**config.mk**
```make
export PLATFORM = sky130hd
export DESIGN_NAME = sample_lowpass_fir
export DESIGN_NICKNAME = d
export VERILOG_FILES = /design/src/rtl/audio_pkg.sv /design/src/rtl/sample_round_sat.sv /design/src/rtl/sample_lowpass_fir.sv
export SDC_FILE = /design/constraint.sdc
export NUM_CORES = 1
export LEC_CHECK = 0
export CORE_AREA = 2 2 189 330
export CTS_CLUSTER_SIZE = 10
export DETAILED_ROUTE_END_ITERATION = 12
export DIE_AREA = 0 0 191 332
export GPL_TIMING_DRIVEN = 1
export PLACE_DENSITY = 0.63
export SLEW_MARGIN = 20
export SYNTH_ARGS = -nofsm -noshare
export SYNTH_HDL_FRONTEND = slang
export SYNTH_SLANG_ARGS = --single-unit
```
**constraint.sdc**
```tcl
create_clock -name clk -period 16.7 [get_ports clk]
set_input_delay 3.34 -clock clk [delete_from_list [all_inputs] [get_ports clk]]
set_output_delay 3.34 -clock clk [all_outputs]
set_load 0.01 [all_outputs]
```
**src/rtl/audio_pkg.sv**
```systemverilog
// Shared audio-path types and constants: PCM sample type, default FIR geometry,
// the lowpass coefficient table and the FIR control state encoding.
package audio_pkg;

  typedef logic signed [15:0] sample_t;

  localparam int DEFAULT_N_TAPS    = 16;
  localparam int DEFAULT_COEF_FRAC = 15;

  // Symmetric Q1.15 lowpass, all taps positive, sum = 32768 (unity DC gain).
  localparam sample_t LPF_COEFS [DEFAULT_N_TAPS] = '{
    16'sd300,  16'sd600,  16'sd1000, 16'sd1600,
    16'sd2200, 16'sd2900, 16'sd3600, 16'sd4184,
    16'sd4184, 16'sd3600, 16'sd2900, 16'sd2200,
    16'sd1600, 16'sd1000, 16'sd600,  16'sd300
  };

  typedef enum logic [1:0] {
    ST_IDLE   = 2'd0,
    ST_MAC    = 2'd1,
    ST_ROUND  = 2'd2,
    ST_OUTPUT = 2'd3
  } fir_state_e;

  // Taps beyond the stored table read as zero so a longer filter stays well-defined.
  function automatic sample_t lpf_coef(input int idx);
    sample_t c;
    c = '0;
    if (idx >= 0 && idx < DEFAULT_N_TAPS) c = LPF_COEFS[idx];
    return c;
  endfunction

endpackage

```
**src/rtl/sample_round_sat.sv**
```systemverilog
// Round-half-up of a wide signed accumulator by FRAC fractional bits, then
// saturate to a 16-bit PCM sample. Purely combinational; shared with mixer stages.
module sample_round_sat
  import audio_pkg::*;
#(
  parameter int ACC_W = 36,
  parameter int FRAC  = 15
) (
  input  logic signed [ACC_W-1:0] acc_i,
  output sample_t                 sample_o
);

  localparam logic signed [ACC_W:0] HALF  = (ACC_W+1)'(1) <<< (FRAC-1);
  localparam logic signed [ACC_W:0] MAX_S = (ACC_W+1)'(32767);
  localparam logic signed [ACC_W:0] MIN_S = -(ACC_W+1)'(32768);

  logic signed [ACC_W:0] biased;
  logic signed [ACC_W:0] shifted;

  // One guard bit so adding the half-LSB can never wrap.
  always_comb begin
    biased  = (ACC_W+1)'(acc_i) + HALF;
    shifted = biased >>> FRAC;
    if (shifted > MAX_S) begin
      sample_o = 16'sh7fff;
    end else if (shifted < MIN_S) begin
      sample_o = 16'sh8000;
    end else begin
      sample_o = shifted[15:0];
    end
  end

endmodule

```
**src/rtl/sample_lowpass_fir.sv**
```systemverilog
// Sequential single-MAC lowpass FIR inserted between volume_adjust and the audio
// output path. One product per clock over a circular history of N_TAPS samples.
module sample_lowpass_fir
  import audio_pkg::*;
#(
  parameter int N_TAPS    = DEFAULT_N_TAPS,
  parameter int COEF_FRAC = DEFAULT_COEF_FRAC
) (
  input  logic       clk,
  input  logic       rst,
  input  sample_t    in_sample,
  input  logic       in_valid,
  output logic       in_ready,
  output sample_t    out_sample,
  output logic       out_valid,
  output logic       overrun,
  input  logic       clear_overrun,
  output fir_state_e state_o
);

  localparam int IDX_W = $clog2(N_TAPS);
  localparam int ACC_W = 32 + IDX_W;

  // Handshake: a sample is taken on a rising clk edge where in_valid && in_ready;
  // in_ready is high only in IDLE, and in_valid seen while in_ready is low is
  // dropped and flagged in the sticky overrun bit.

  fir_state_e              state_q;
  logic [IDX_W-1:0]        wp_q;
  logic [IDX_W-1:0]        tap_q;
  logic signed [ACC_W-1:0] acc_q;
  logic signed [ACC_W-1:0] acc_d;
  sample_t                 smp_q [N_TAPS];
  sample_t                 out_sample_q;
  logic                    out_valid_q;
  logic                    in_ready_q;
  logic                    overrun_q;

  logic                    accept;
  logic [IDX_W-1:0]        rd_idx;
  sample_t                 coef;
  logic signed [31:0]      prod;
  sample_t                 rounded;

  assign accept = in_valid && in_ready_q;

  // wp_q already points past the newest entry once MAC starts.
  always_comb begin
    rd_idx = wp_q - IDX_W'(1) - tap_q;
    coef   = lpf_coef(int'(tap_q));
    prod   = 32'(smp_q[rd_idx]) * 32'(coef);
    acc_d  = acc_q + ACC_W'(prod);
  end

  sample_round_sat #(
    .ACC_W (ACC_W),
    .FRAC  (COEF_FRAC)
  ) u_round_sat (
    .acc_i    (acc_q),
    .sample_o (rounded)
  );

  always_ff @(posedge clk or posedge rst) begin
    if (rst) begin
      state_q      <= ST_IDLE;
      wp_q         <= '0;
      tap_q        <= '0;
      acc_q        <= '0;
      out_sample_q <= '0;
      out_valid_q  <= 1'b0;
      in_ready_q   <= 1'b1;
      overrun_q    <= 1'b0;
      for (int i = 0; i < N_TAPS; i++) smp_q[i] <= '0;
    end else begin
      out_valid_q <= 1'b0;
      // Set wins over a simultaneous clear.
      if (clear_overrun) overrun_q <= 1'b0;
      if (in_valid && !in_ready_q) overrun_q <= 1'b1;

      case (state_q)
        ST_IDLE: begin
          if (accept) begin
            smp_q[wp_q] <= in_sample;
            wp_q        <= wp_q + IDX_W'(1);
            acc_q       <= '0;
            tap_q       <= '0;
            in_ready_q  <= 1'b0;
            state_q     <= ST_MAC;
          end
        end
        ST_MAC: begin
          acc_q <= acc_d;
          tap_q <= tap_q + IDX_W'(1);
          if (tap_q == IDX_W'(N_TAPS-1)) state_q <= ST_ROUND;
        end
        ST_ROUND: begin
          out_sample_q <= rounded;
          out_valid_q  <= 1'b1;
          state_q      <= ST_OUTPUT;
        end
        ST_OUTPUT: begin
          in_ready_q <= 1'b1;
          state_q    <= ST_IDLE;
        end
        default: begin
          in_ready_q <= 1'b1;
          state_q    <= ST_IDLE;
        end
      endcase
    end
  end

  assign in_ready   = in_ready_q;
  assign out_sample = out_sample_q;
  assign out_valid  = out_valid_q;
  assign overrun    = overrun_q;
  assign state_o    = state_q;

endmodule

```
==> flow_metrics.py <==
metrics = {
    "timing": {
        "tightest_slew_ps": 1060,
        "relSlewSlack": 0.287,
        "hold_viol": 0,
        "clock.fmax_mhz": 100,
        "post-route-period-util": 0.598,
        "fin_worst_skew_ps": 31.0,
        "period_needed_ps": 9990,
        "finalSetupViolCount": 0,
        "finalSetupTns_ps": 0,
        "rsz0062_at_grt": "false",
        "maxSlewViolCount": 0,
    },
    "floorplanning": {
        "num_io_pins": 41,
        "dieArea_um2": 63400,
        "std_cell_rows": 120,
        "coreArea_um2": 60800,
        "chipHeight_um": 332,
        "die_width_um": 191,
        "start_util": 0.395,
    },
    "placed_design": {
        "dp_hpwl_um": 42600,
        "placed_cells": 2914,
        "port-buffer-count": 40,
        "gp_congestion": 0.872,
        "dpl-instance-area_um2": 25400,
    },
    "clock_tree": {
        "cts_max_level": 2,
        "cts_tree": "done",
        "cts_setup_buffers": 0,
        "cts_resized": 0,
        "numCtsBuffers": 38,
        "cts_sinks": 319,
        "clock_path_buffers": 3,
        "cts_root_buffer": "clkbuf_16",
        "clock_latency_ps": 570,
        "cts.reportedPaths.clkPinSlew_ps": 70,
        "hold_buffers": 0,
    },
    "synthesis": {
        "yosys_warnings": 0,
        "yosysSeqAreaShare": 0.332,
        "synth_edf_count": 0,
        "synth_area_um2": 24000,
        "ys_ff_latch": 319,
        "synth_nets": 2507,
        "synth_cell_types": 67,
        "syn_avg_cell_area_um2": 11.2,
        "synth_ff_type": "dfrtp_1",
        "async_flop_share": 1.00,
        "syn-instance-count": 2135,
    },
    "setup_path": {
        "crit_required_ps": 17170,
        "crit_fanout": 39,
        "cp_slowest_cell": "fa_4",
        "cp-start-kind": "flop",
        "path_class": "flop to flop",
        "endpoint_kind": "flop",
        "cp_slowest_stage_delay_ps": 1290,
        "critPathArrivalTime_ps": 10460,
    },
    "detailed_routing": {
        "wire_per_inst_um": 19.4,
        "vias": 15615,
        "ant_nets": 0,
        "drt-total-wl_um": 57600,
        "drt_iter0_markers": 732,
        "routed_via_density": 5.27,
        "firstDrtPassIters": 5,
        "drc": 0,
    },
    "cells_and_area": {
        "layout_commonest_cell": "inv_1",
        "fillers": 5692,
        "final_layout_size_suffix_gt1_frac": 0.213,
        "nets": 2534,
        "design_area_um2": 26500,
        "final_cell_mix": "inv_1 (356), dfrtp_1 (318), mux2_2 (274)",
        "final_cell_count_no_fill": 2965,
        "area_growth_pct": 10.3,
    },
    "run_status": {
        "status": "complete, no violations",
    },
    "global_routing": {
        "overflow": 0,
        "grt_max_degree": 192,
        "antenna_found_initial": 2,
        "grt_pass1_wl_um": 93700,
        "gr-usage-all-layers": 0.188,
        "grt_pass1_vias": 17479,
    },
    "flow_run": {
        "cap_violations": 0,
    },
    "min_path": {
        "hold_class": "flop to flop",
    },
}
[layer usage]
| layer | GRT usage | share of wire | vias up |
|---|---|---|---|
| met1 | 0.206 | 0.38 | 8068 |
| met2 | 0.354 | 0.54 | 301 |
| met4 | 0.0866 | 0.047 | 2 |
| met3 | 0.0229 | 0.030 | 145 |
| li1 | - | - | 7099 |
| met5 | 0 | 0.00019 | - |
[Yosys cell counts (all sizes together), types with 3 or more instances]
library cell	count	area, um2
inv	357	1340
clkbuf	58	238
nand2b	14	87.6
nor2	147	577
o31a	3	35.0
xnor2	21	184
nand4	8	65.1
a22o	5	43.8
mux2	274	3090
and4	4	35.0
fa	207	4140
mux2i	19	190
a21o	15	113
o211ai	9	67.6
or3	5	36.3
a21boi	3	22.5
a31oi	6	37.5
buf	30	178
ha	145	1810
o21a	16	120
o31ai	7	52.6
xor2	24	210
nor3	10	50.1
or2	5	31.3
o21ai	60	300
nand3	30	155
mux4	65	1460
dfrtp	318	7960
o22a	15	131
a22oi	3	22.5
a21oi	40	208
and3	10	62.6
a211oi	10	75.1
nor2b	10	62.6
nand2	156	586
[through the flow]
stage / utilization / setup WS [ps] / hold WS [ps]
floorplan: - / 4530 / 450
global placement: 0.417 / 6620 / 482
detailed placement: 0.417 / 6550 / 487
CTS: 0.435 / 6530 / 501
global route: 0.436 / 6080 / 508
finish: 0.436 / 6710 / 497
[sequential cells by signal (all words and copies together) (netlist names)]
signal,cells
in_ready,1
wp_q,4
smp_q,256
tap_q,4
overrun,1
state_o,2
out_sample,16
out_valid,1
acc_q,34
[cells by family (layout without fill, tap and decap cells)]
group                    Yosys count  count (layout)  share of synthesized area
other                              0               1                          0
AND/OR/NAND/NOR                  404             404                     0.0741
flip-flops                       319             319                      0.332
adder cells (fa/ha/maj)          352             352                      0.248
XOR/XNOR                          45              45                     0.0164
AO/OA/AOI/OAI                    212             212                     0.0586
multiplexers                     358             358                      0.197
buffers and inverters            445             481                     0.0731
[critical path, delay by kind of cell, from the launching register on]
kind | cells | cell delay, ps
AND/OR/NAND/NOR | 4 | 730
AO/OA/AOI/OAI | 6 | 1800
buffers and inverters | 7 | 1090
adder cells (fa/ha/maj) | 9 | 4920
flip-flops | 1 | 460
multiplexers | 2 | 830
[area by class of cell]
type,instances,area [um2],share of cell area
multi-input cells,1371,14400,0.543
flip-flops and latches,319,7980,0.301
inverters,357,1350,0.0509
clock buffers,44,993,0.0375
well taps,793,992,0.0375
repair buffers,75,696,0.0263
clock inverters,5,93.8,0.00354
diodes,1,2.50,0.0000945
[final timing paths]
check	slack [ps]	start	end	depth (start not counted)
worst min-delay path	500	out_sample[5]$_DFFE_PP0P_	out_sample[5]$_DFFE_PP0P_	1
max in group asynchronous	11750	rst	smp_q[126]$_DFFE_PP0P_	3
worst max register to register	6710	tap_q[0]$_DFFE_PP0P_	acc_q[30]$_DFFE_PP0P_	28
min in group asynchronous	3370	rst	smp_q[57]$_DFFE_PP0P_	2
worst max-delay path	6710	tap_q[0]$_DFFE_PP0P_	acc_q[30]$_DFFE_PP0P_	28
worst min register to register	500	out_sample[5]$_DFFE_PP0P_	out_sample[5]$_DFFE_PP0P_	1
Power is left out: the tool's default activity adds up to more than one toggle a clock period on the data nets, which glitch-free logic cannot reach.
